## src/rtl/uart_sender_if.sv

```systemverilog
`default_nettype none
// ============================================================================
// Module      : uart_sender_if
// Description : Byte-write handshake and serial line of the UART sender.
//               master = byte producer, slave = uart_sender.
// Revision    : 1.0 - initial release
// ============================================================================
interface uart_sender_if;
  logic [7:0] tx_data;
  logic       tx_start;
  logic       tx_ready;
  logic       tx_busy;
  logic       tx_done;
  logic       UART_TX;

  modport master (
    output tx_data, tx_start,
    input  tx_ready, tx_busy, tx_done, UART_TX
  );

  modport slave (
    input  tx_data, tx_start,
    output tx_ready, tx_busy, tx_done, UART_TX
  );
endinterface
`default_nettype wire

```

## src/rtl/uart_sender.sv

```systemverilog
`default_nettype none
// ============================================================================
// Module      : uart_sender
// Description : 8N1 UART transmitter, LSB first, with a one-byte holding
//               register in front of the shift register so a new byte can
//               be written while the current frame is on the line.
// Revision    : 1.0 - initial release
// ============================================================================
module uart_sender #(
  parameter int BAUD_DIV = 5208
) (
  input  wire logic    clk,
  input  wire logic    reset,
  uart_sender_if.slave bus
);

  localparam int              C_CW = 16;
  localparam logic [C_CW-1:0] C_TC = C_CW'(BAUD_DIV - 1);

  typedef enum logic [1:0] {
    S_IDLE  = 2'd0,
    S_START = 2'd1,
    S_DATA  = 2'd2,
    S_STOP  = 2'd3
  } state_t;

  state_t          r_state;
  logic [C_CW-1:0] r_cnt;
  logic [2:0]      r_bit;
  logic [7:0]      r_shift;
  logic [7:0]      r_hold;
  logic            r_full;

  logic w_tc;
  logic w_accept;

  // Terminal count ends the current bit; a write is only taken while empty.
  assign w_tc     = (r_cnt == C_TC);
  assign w_accept = bus.tx_start && bus.tx_ready;

  // Frame sequencer, holding register and all registered outputs.
  always_ff @(posedge clk or negedge reset) begin
    if (!reset) begin
      r_state      <= S_IDLE;
      r_cnt        <= '0;
      r_bit        <= '0;
      r_shift      <= '0;
      r_hold       <= '0;
      r_full       <= 1'b0;
      bus.tx_ready <= 1'b1;
      bus.tx_busy  <= 1'b0;
      bus.tx_done  <= 1'b0;
      bus.UART_TX  <= 1'b1;
    end else begin
      bus.tx_done <= 1'b0;

      case (r_state)
        S_IDLE: begin
          // Transfer a pending byte; the start bit goes out right away.
          if (r_full) begin
            r_shift      <= r_hold;
            r_full       <= 1'b0;
            bus.tx_ready <= 1'b1;
            r_cnt        <= '0;
            r_state      <= S_START;
            bus.tx_busy  <= 1'b1;
            bus.UART_TX  <= 1'b0;
          end
        end

        S_START: begin
          if (w_tc) begin
            r_cnt       <= '0;
            r_bit       <= '0;
            r_state     <= S_DATA;
            bus.UART_TX <= r_shift[0];
          end else begin
            r_cnt <= r_cnt + C_CW'(1);
          end
        end

        S_DATA: begin
          if (w_tc) begin
            r_cnt   <= '0;
            r_shift <= {1'b0, r_shift[7:1]};
            r_bit   <= r_bit + 3'd1;
            if (r_bit == 3'd7) begin
              r_state     <= S_STOP;
              bus.UART_TX <= 1'b1;
            end else begin
              // Next data bit is the one that becomes shift[0] after the shift.
              bus.UART_TX <= r_shift[1];
            end
          end else begin
            r_cnt <= r_cnt + C_CW'(1);
          end
        end

        S_STOP: begin
          if (w_tc) begin
            r_cnt       <= '0;
            bus.tx_done <= 1'b1;
            if (r_full) begin
              // Chain straight into the next frame without an idle bit.
              r_shift      <= r_hold;
              r_full       <= 1'b0;
              bus.tx_ready <= 1'b1;
              r_state      <= S_START;
              bus.UART_TX  <= 1'b0;
            end else begin
              r_state     <= S_IDLE;
              bus.tx_busy <= 1'b0;
            end
          end else begin
            r_cnt <= r_cnt + C_CW'(1);
          end
        end
      endcase

      // An accept never coincides with a transfer: transfers need a full
      // holding register, during which tx_ready is already low.
      if (w_accept) begin
        r_hold       <= bus.tx_data;
        r_full       <= 1'b1;
        bus.tx_ready <= 1'b0;
      end
    end
  end

endmodule
`default_nettype wire

```

## src/flat_wrapper.sv

```systemverilog
// flat-port wrapper written by rule: the top's interface ports become plain ports
module uart_sender_flat 
#(
  parameter int BAUD_DIV = 5208
)
  (clk, reset, bus_tx_data, bus_tx_start, bus_tx_ready, bus_tx_busy, bus_tx_done, bus_UART_TX);
  uart_sender_if bus_i ();
  input  wire logic clk;
  input  wire logic reset;
  input wire logic [$bits(bus_i.tx_data)-1:0] bus_tx_data;
  input wire logic [$bits(bus_i.tx_start)-1:0] bus_tx_start;
  output wire logic [$bits(bus_i.tx_ready)-1:0] bus_tx_ready;
  output wire logic [$bits(bus_i.tx_busy)-1:0] bus_tx_busy;
  output wire logic [$bits(bus_i.tx_done)-1:0] bus_tx_done;
  output wire logic [$bits(bus_i.UART_TX)-1:0] bus_UART_TX;
  assign bus_i.tx_data = bus_tx_data;
  assign bus_i.tx_start = bus_tx_start;
  assign bus_tx_ready = bus_i.tx_ready;
  assign bus_tx_busy = bus_i.tx_busy;
  assign bus_tx_done = bus_i.tx_done;
  assign bus_UART_TX = bus_i.UART_TX;
  uart_sender #(.BAUD_DIV(BAUD_DIV)) u_core (.clk(clk), .reset(reset), .bus(bus_i));
endmodule
```

## config.mk

```make
export PLATFORM = sky130hd
export DESIGN_NAME = uart_sender_flat
export DESIGN_NICKNAME = d
export VERILOG_FILES = /design/src/rtl/uart_sender_if.sv /design/src/rtl/uart_sender.sv /design/src/flat_wrapper.sv
export SDC_FILE = /design/constraint.sdc
export NUM_CORES = 1
export LEC_CHECK = 0
export CAP_MARGIN = 20
export CORE_ASPECT_RATIO = 0.8
export CORE_MARGIN = 2
export CORE_UTILIZATION = 60
export CTS_BUF_LIST = sky130_fd_sc_hd__clkbuf_8
export DETAILED_ROUTE_END_ITERATION = 16
export HOLD_SLACK_MARGIN = 0.05
export PLACE_DENSITY = 0.79
export SKIP_LAST_GASP = 1
export SLEW_MARGIN = 20
export SYNTH_ARGS = -nofsm -noshare
export SYNTH_HDL_FRONTEND = slang
export SYNTH_SLANG_ARGS = --single-unit
```

## constraint.sdc

```tcl
create_clock -name clk -period 3.2 [get_ports clk]
set_input_delay 0.32 -clock clk [delete_from_list [all_inputs] [get_ports clk]]
set_output_delay 0.32 -clock clk [all_outputs]
set_load 0.05 [all_outputs]
```

==> results of run 1 <==
## metal layers
metal	routed length (um)	GRT usage, %
met1	2060	33.1
met2	2010	35.3
met3	238	5.83
met4	55	10.7
met5	0	0
## worst paths after layout
check                                    start                   to  cells past startpoint
max in group asynchronous                reset     u_core.r_hold[5]                      1
hold / removal                           reset      u_core.r_cnt[2]                      1
min in group clk           u_core.bus.tx_ready  u_core.bus.tx_ready                      1
setup / recovery               u_core.r_cnt[9]    u_core.r_shift[1]                      5
hold reg to reg            u_core.bus.tx_ready  u_core.bus.tx_ready                      1
setup reg to reg               u_core.r_cnt[9]    u_core.r_shift[1]                      5
## worst register-to-register path: stages, from the launching register on
cell and delay, ns:
dfrtp_1 0.45, or4b_4 0.55, or4_4 0.57, a2111o_1 0.57, o22a_1 0.24, o31a_1 0.10
## cell type report
class	instances	area [sq um]	share of cell area, %
Clock buffer	8	110	4.63
Inverter	7	26.3	1.10
Multi-Input combinational cell	149	995	41.8
Sequential cell	42	1050	44.3
Tap cell	42	52.6	2.21
Timing Repair Buffer	15	143	5.99
## cell families (layout without fill, tap and decap cells)
kind of cell	count (synthesis)	after routing	share of synthesized area [%]
xor+xnor	12	12	4.96
flops	42	42	49.8
buf+inv	14	30	3.25
compound gates	45	45	13.0
fa+ha+maj	9	9	5.32
simple gates	72	72	18.0
mux	11	11	5.73
## flip-flops by register name (all words and copies together) (netlist names)
signal	cells
u_core.r_bit	3
u_core.bus.tx_busy	1
u_core.r_hold	8
u_core.bus.tx_done	1
u_core.r_state	2
u_core.r_shift	8
u_core.bus.UART_TX	1
u_core.bus.tx_ready	1
u_core.r_full	1
u_core.r_cnt	16
## per-stage QoR
step,utilization [%],instance area (sq um)
after floorplan,-,2120
after global placement,66.8,2270
after detailed placement,66.8,2270
after CTS,70.0,2380
after global routing,70.0,2380
final,70.0,2380
## power groups by stage
stage | logic [mW] | clock network [mW] | registers, mW
floorplan | 0.0121 | 0 | 0.559
global placement | 0.0340 | 0 | 0.562
detailed placement | 0.0360 | 0 | 0.563
CTS | 0.0360 | 0.404 | 0.553
global route | 0.0391 | 0.417 | 0.554
finish | 0.0348 | 0.395 | 0.553
## cell usage in the layout (no fill, tap or decap), types with 2 or more instances in the layout
| cell type | netlist | routed |
|---|---|---|
| mux2i_1 | 2 | 2 |
| xor2_1 | 3 | 3 |
| clkbuf_8 | 0 | 8 |
| or2_2 | 2 | 2 |
| dfstp_2 | 2 | 2 |
| mux2_2 | 9 | 9 |
| a21oi_1 | 12 | 12 |
| and2_1 | 2 | 2 |
| o21ai_0 | 15 | 15 |
| nor2_1 | 17 | 17 |
| a32o_1 | 3 | 3 |
| nand2_1 | 16 | 16 |
| ha_1 | 9 | 9 |
| nand4_1 | 4 | 4 |
| clkdlybuf4s50_1 | 0 | 13 |
| inv_1 | 7 | 7 |
| nor3_1 | 8 | 8 |
| o22ai_1 | 7 | 7 |
| xnor2_1 | 9 | 9 |
| nor4_1 | 5 | 5 |
| dfrtp_1 | 40 | 40 |
| or3_2 | 4 | 4 |
| or3_1 | 3 | 3 |
| nand3_1 | 3 | 3 |
==> metrics.txt, run 1 <==
# TYPE chip_impl_metric gauge
chip_impl_metric{name="mappedNetlistArea",unit="sq um"} 2120
chip_impl_info{name="crit_type",value="reg -> reg"} 1
chip_impl_metric{name="first_global_vias",unit=""} 1620
chip_impl_metric{name="cts_num_sinks",unit=""} 42
chip_impl_info{name="critical_path.top_delay_family",value="simple AND/OR/NAND/NOR gates"} 1
chip_impl_info{name="cpMaxStageDelayCell",value="or4_4"} 1
chip_impl_info{name="netlist_top_cells_count",value="40 x dfrtp_1, 17 x nor2_1, 16 x nand2_1, 15 x o21ai_0, 12 x a21oi_1"} 1
chip_impl_metric{name="port_buffers",unit=""} 14
chip_impl_metric{name="fin_skew",unit="ns"} 0.00602
chip_impl_metric{name="least_margin_pin_slew",unit="ns"} 0.922
chip_impl_info{name="timing.critical_path.to_type",value="register"} 1
chip_impl_info{name="run_status",value="finished clean"} 1
chip_impl_metric{name="netSwitchingPower",unit="mW"} 0.202
chip_impl_info{name="worstPathCellList",value="or4b_4 > or4_4 > a2111o_1 > o22a_1 > o31a_1"} 1
chip_impl_metric{name="synth_async_sr_flop_share",unit="%"} 100
chip_impl_metric{name="core.rowCount",unit=""} 19
chip_impl_metric{name="die_width",unit="um"} 70.4
chip_impl_metric{name="final_hold_slack",unit="ns"} 0.153
chip_impl_metric{name="grt_use_total",unit="%"} 23.6
chip_impl_info{name="cts_root_buf",value="clkbuf_8"} 1
chip_impl_metric{name="antenna_cell_count",unit=""} 0
chip_impl_metric{name="pin_count",unit=""} 15
chip_impl_metric{name="synth_edf_count",unit=""} 0
chip_impl_metric{name="congestion_overflow_gr",unit=""} 0
chip_impl_metric{name="vias",unit=""} 1595
chip_impl_metric{name="yosysTopAreaCellShare",unit="%"} 47.3
chip_impl_metric{name="post_cts_resize_count",unit=""} 0
chip_impl_metric{name="ys_seq_area_share",unit="%"} 49.8
chip_impl_metric{name="gp_congestion",unit=""} 0.864
chip_impl_metric{name="fillerInstances",unit=""} 252
chip_impl_metric{name="cp.arrival",unit="ns"} 2.77
chip_impl_metric{name="cts_clock_pin_slew_for_the_worst_setup_and_hold_paths",unit="ns"} 0.08
chip_impl_metric{name="power_leakage",unit="nW"} 1.03
chip_impl_metric{name="final-setup-viol-count",unit=""} 0
chip_impl_metric{name="post-route-min-period",unit="ns"} 2.58
chip_impl_metric{name="netSwitchingFraction",unit="%"} 20.6
chip_impl_metric{name="route.antenna.remaining_nets",unit=""} 0
chip_impl_metric{name="grt_start_max_net_pins",unit=""} 43
chip_impl_metric{name="placedCellCount",unit=""} 255
chip_impl_metric{name="ff2ff_setup_slack",unit="ns"} 0.62
chip_impl_metric{name="grt_first_pass_wirelength",unit="um"} 7330
chip_impl_metric{name="place_ws",unit="ns"} 0.660
chip_impl_metric{name="detailedRoute.firstPassIterationCount",unit=""} 4
chip_impl_metric{name="dp_hpwl",unit="um"} 3010
chip_impl_metric{name="post_route_cells_drive_above_1_share",unit="%"} 13.1
chip_impl_info{name="post-synth-top-count-cell",value="dfrtp_1"} 1
chip_impl_info{name="clock_tree_from_tritoncts",value="yes"} 1
chip_impl_metric{name="intPower",unit="mW"} 0.780
chip_impl_metric{name="max_clock_freq",unit="MHz"} 387
chip_impl_metric{name="critical_path_peak_fanout",unit=""} 11
chip_impl_metric{name="floorplan.initialDensity",unit="%"} 62.3
chip_impl_metric{name="post_drt_wl_per_cell",unit="um"} 16.6
chip_impl_metric{name="max_cap_violations",unit=""} 0
chip_impl_metric{name="die_height",unit="um"} 57.1
chip_impl_metric{name="nets",unit=""} 240
chip_impl_metric{name="average_cell_area_after_synthesis",unit="sq um"} 10.3
chip_impl_metric{name="post_layout_nonfiller_instances",unit=""} 263
chip_impl_info{name="yosys-top-cells-area",value="dfrtp_1 47%, ha_1 5.3%, mux2_2 4.8%"} 1
chip_impl_metric{name="clockBufferDepth",unit=""} 2
chip_impl_info{name="rsz0062_at_grt",value="false"} 1
chip_impl_metric{name="drc",unit=""} 0
chip_impl_metric{name="htree_levels",unit=""} 2
chip_impl_metric{name="post_synth_inst_count",unit=""} 205
chip_impl_metric{name="synth_nets",unit=""} 225
chip_impl_metric{name="p_per_area",unit="nW/um^2"} 413
chip_impl_metric{name="finalHoldViolations",unit=""} 0
chip_impl_metric{name="timing.final.ws_setup",unit="ns"} 0.617
chip_impl_metric{name="wl_final",unit="um"} 4360
chip_impl_metric{name="ys.warnings.count",unit=""} 0
chip_impl_info{name="synth_top_area_cell",value="dfrtp_1"} 1
chip_impl_metric{name="total_chip_power",unit="mW"} 0.982
chip_impl_metric{name="area_growth",unit="%"} 12.4
chip_impl_metric{name="clockPowerShare",unit="%"} 40.2
chip_impl_metric{name="synth.distinct_cells",unit=""} 43
chip_impl_metric{name="seq_power_share",unit="%"} 56.3
chip_impl_metric{name="vdd.ir_drop.worst",unit="uV"} 387
chip_impl_metric{name="fin_setup_tns",unit="ns"} 0
chip_impl_metric{name="synth_seq_cells",unit=""} 42
chip_impl_metric{name="drt-vias-per-instance",unit=""} 6.06
chip_impl_metric{name="cts.repair_timing.setup_buffer_count",unit=""} 0
chip_impl_metric{name="worst_skew_pair.late_latency",unit="ns"} 0.30
chip_impl_metric{name="design.core.area",unit="sq um"} 3400
chip_impl_metric{name="final_max_slew_viol_count",unit=""} 0
chip_impl_info{name="setup.worst_path.start_class",value="register"} 1
chip_impl_metric{name="cts_buffers",unit=""} 5
chip_impl_metric{name="initial_antenna_violation_count",unit=""} 0
chip_impl_info{name="dominantRegCellSynth",value="dfrtp_1"} 1
chip_impl_metric{name="die_area",unit="sq um"} 4020
chip_impl_metric{name="share_comb_of_total_power",unit="%"} 3.5
chip_impl_metric{name="cpPeakStageDelay",unit="ns"} 0.56
chip_impl_info{name="hold_path.class",value="in -> async"} 1
chip_impl_metric{name="critical_path_required",unit="ns"} 3.39
chip_impl_metric{name="maxSlewHeadroom",unit="%"} 38.5
chip_impl_metric{name="layout_worst_path_cycle_share",unit="%"} 80.7
chip_impl_metric{name="count_of_buffering_cells_on_the_critical_path_with_inverters_included",unit=""} 0
chip_impl_metric{name="drt_iter0_drc",unit=""} 147
chip_impl_metric{name="hold_bufs_at_cts",unit=""} 0
Note: power is estimated with default switching activity, not from simulation.
==> inputs of run 2 (changes only) <==
==> constraint.sdc (replaced) <==
create_clock -name clk -period 2.45 [get_ports clk]
set_input_delay 0.245 -clock clk [delete_from_list [all_inputs] [get_ports clk]]
set_output_delay 0.245 -clock clk [all_outputs]
set_load 0.05 [all_outputs]
==> run 2 against run 1 <==
Flip-flop and latch count is the same; critical path type unchanged; critical path depth is the same; sequential power grew 31%; worst setup slack lost 0.53 ns.
==> metrics.txt, run 2 (synthesized netlist as in run 1, its figures left out) <==
# TYPE chip_impl_metric gauge
chip_impl_metric{name="congestion_overflow_gr",unit=""} 0
chip_impl_info{name="hold_path.class",value="in -> async"} 1
chip_impl_metric{name="drt_iter0_drc",unit=""} 203
chip_impl_metric{name="worst_skew_pair.late_latency",unit="ns"} 0.30
chip_impl_metric{name="cp.arrival",unit="ns"} 2.55
chip_impl_metric{name="p_per_area",unit="nW/um^2"} 505
chip_impl_info{name="cts_root_buf",value="clkbuf_8"} 1
chip_impl_metric{name="max_clock_freq",unit="MHz"} 424
chip_impl_metric{name="vias",unit=""} 1662
chip_impl_metric{name="placedCellCount",unit=""} 263
chip_impl_metric{name="vdd.ir_drop.worst",unit="uV"} 369
chip_impl_info{name="registers.top_by_ff_count",value="u_core.r_cnt"} 1
chip_impl_metric{name="cts.repair_timing.setup_buffer_count",unit=""} 0
chip_impl_metric{name="pin_count",unit=""} 15
chip_impl_metric{name="cts_clock_pin_slew_for_the_worst_setup_and_hold_paths",unit="ns"} 0.08
chip_impl_metric{name="cts_buffers",unit=""} 5
chip_impl_info{name="critical_path.top_delay_family",value="simple AND/OR/NAND/NOR gates"} 1
chip_impl_metric{name="post_layout_nonfiller_instances",unit=""} 271
chip_impl_metric{name="netSwitchingFraction",unit="%"} 22.2
chip_impl_metric{name="design.core.area",unit="sq um"} 3400
chip_impl_info{name="mostFrequentLayoutCell",value="dfrtp_1"} 1
chip_impl_metric{name="nets",unit=""} 248
chip_impl_info{name="rsz0062_at_grt",value="false"} 1
chip_impl_info{name="worstPathCellList",value="or4b_4 > or4_4 > a2111o_1 > o22a_1 > o31a_1"} 1
chip_impl_metric{name="dp_hpwl",unit="um"} 3030
chip_impl_metric{name="seq_power_share",unit="%"} 58.6
chip_impl_metric{name="total_chip_power",unit="mW"} 1.23
chip_impl_metric{name="final-setup-viol-count",unit=""} 0
chip_impl_metric{name="drc",unit=""} 0
chip_impl_metric{name="die_width",unit="um"} 70.4
chip_impl_metric{name="fin_setup_tns",unit="ns"} 0
chip_impl_metric{name="die_height",unit="um"} 57.1
chip_impl_info{name="layout_top_registers",value="u_core.r_cnt x16, u_core.r_hold x8, u_core.r_shift x8"} 1
chip_impl_metric{name="wl_final",unit="um"} 4410
chip_impl_metric{name="layout_worst_path_cycle_share",unit="%"} 96.3
chip_impl_metric{name="antenna_cell_count",unit=""} 0
chip_impl_metric{name="max_cap_violations",unit=""} 0
chip_impl_info{name="run_status",value="finished clean"} 1
chip_impl_metric{name="clockBufferDepth",unit=""} 2
chip_impl_metric{name="first_global_vias",unit=""} 1583
chip_impl_metric{name="critical_path_required",unit="ns"} 2.64
chip_impl_metric{name="grt_first_pass_wirelength",unit="um"} 7530
chip_impl_metric{name="post_drt_wl_per_cell",unit="um"} 16.3
chip_impl_info{name="crit_type",value="reg -> reg"} 1
chip_impl_metric{name="route.antenna.remaining_nets",unit=""} 0
chip_impl_metric{name="least_margin_pin_slew",unit="ns"} 0.919
chip_impl_metric{name="share_comb_of_total_power",unit="%"} 3.7
chip_impl_info{name="final_cell_mix",value="40 x dfrtp_1, 17 x nor2_1, 16 x nand2_1"} 1
chip_impl_metric{name="htree_levels",unit=""} 2
chip_impl_info{name="setup.worst_path.start_class",value="register"} 1
chip_impl_metric{name="maxSlewHeadroom",unit="%"} 38.7
chip_impl_metric{name="initial_antenna_violation_count",unit=""} 0
chip_impl_metric{name="core.rowCount",unit=""} 19
chip_impl_metric{name="grt_use_total",unit="%"} 24.4
chip_impl_metric{name="power_leakage",unit="nW"} 1.07
chip_impl_info{name="clock_tree_from_tritoncts",value="yes"} 1
chip_impl_metric{name="drt-vias-per-instance",unit=""} 6.13
chip_impl_metric{name="final_max_slew_viol_count",unit=""} 0
chip_impl_metric{name="area_growth",unit="%"} 15.1
chip_impl_metric{name="cpPeakStageDelay",unit="ns"} 0.55
chip_impl_metric{name="finalHoldViolations",unit=""} 0
chip_impl_info{name="timing.critical_path.to_type",value="register"} 1
chip_impl_metric{name="largest_register_ff_count",unit=""} 16
chip_impl_metric{name="grt_start_max_net_pins",unit=""} 43
chip_impl_metric{name="die_area",unit="sq um"} 4020
chip_impl_metric{name="netSwitchingPower",unit="mW"} 0.274
chip_impl_metric{name="critical_path_peak_fanout",unit=""} 8
chip_impl_metric{name="post_route_cells_drive_above_1_share",unit="%"} 16.2
chip_impl_metric{name="detailedRoute.firstPassIterationCount",unit=""} 4
chip_impl_metric{name="hold_bufs_at_cts",unit=""} 0
chip_impl_metric{name="cts_num_sinks",unit=""} 42
chip_impl_metric{name="count_of_buffering_cells_on_the_critical_path_with_inverters_included",unit=""} 0
chip_impl_metric{name="port_buffers",unit=""} 14
chip_impl_metric{name="intPower",unit="mW"} 0.958
chip_impl_metric{name="post-route-min-period",unit="ns"} 2.36
chip_impl_info{name="cpMaxStageDelayCell",value="or4b_4"} 1
chip_impl_metric{name="fin_skew",unit="ns"} 0.00456
chip_impl_metric{name="floorplan.initialDensity",unit="%"} 62.3
chip_impl_metric{name="gp_congestion",unit=""} 0.869
chip_impl_metric{name="clockPowerShare",unit="%"} 37.7
[run 2: cell types whose count changed in the layout (fill, tap and decap cells not counted)]
cell,before,now
inv_1,7,8
buf_4,1,8
buf_12,0,1
clkbuf_8,8,6
a21oi_2,0,1
a21oi_1,12,11
clkinv_2,0,1
[run 2: final cells by class]
class | count | area [sq um]
sequential | 42 | 1050
multi-input combinational | 149 | 998
fill | 248 | 962
timing repair buffer | 23 | 215
clock buffer | 6 | 82.6
tap | 42 | 52.6
inverter | 7 | 26.3
clock inverter | 2 | 8.76
[run 2: worst register-to-register path: stages, from the launching register on]
cell and delay (ns):
dfrtp_1 0.38, or4b_4 0.55, or4_4 0.50, a2111o_1 0.50, o22a_1 0.22, o31a_1 0.09
[run 2: power groups by stage]
| stage | clock, mW | sequential (mW) | combinational, mW |
|---|---|---|---|
| floorplan | 0 | 0.730 | 0.0158 |
| global route | 0.495 | 0.724 | 0.0516 |
| finish | 0.464 | 0.722 | 0.0459 |
| global placement | 0 | 0.734 | 0.0447 |
| CTS | 0.463 | 0.722 | 0.0473 |
| detailed placement | 0 | 0.735 | 0.0469 |
[run 2: routing by layer]
| metal | global-route usage, % | part of all wire, % |
|---|---|---|
| met5 | 0 | 0 |
| met3 | 4.95 | 6.9 |
| met1 | 37.0 | 48 |
| met4 | 9.89 | 1.7 |
| met2 | 34.5 | 44 |
[run 2: repair_timing]
item | in CTS | in global routing
endpoints found under the setup margin | 0 | 5
gates resized for setup | 0 | 1
hold endpoints to repair | 0 | 0
[run 2: metrics by stage]
| stage | util, % | hold WS [ns] | worst slack [ns] | instance area, sq um |
|---|---|---|---|---|
| after detailed placement | 68.9 | 0.428 | 0.0997 | 2340 |
| after global routing | 71.7 | 0.142 | 0.0260 | 2440 |
| after CTS | 71.6 | 0.103 | 0.0816 | 2430 |
| final | 71.7 | 0.0742 | 0.0905 | 2440 |
| after floorplan | - | -0.0506 | 0.0300 | 2120 |
| after global placement | 68.9 | 0.413 | 0.139 | 2340 |
[run 2: final timing paths]
check                      cells past startpoint                start  slack, ns                  end
max reg2reg                                    5     u_core.r_cnt[11]       0.09    u_core.r_shift[1]
max                                            5     u_core.r_cnt[11]       0.09    u_core.r_shift[1]
min in group clk                               1  u_core.bus.tx_ready       0.50  u_core.bus.tx_ready
min                                            1                reset       0.07      u_core.r_cnt[0]
min reg2reg                                    1  u_core.bus.tx_ready       0.50  u_core.bus.tx_ready
max in group asynchronous                      1                reset       1.81    u_core.r_shift[3]
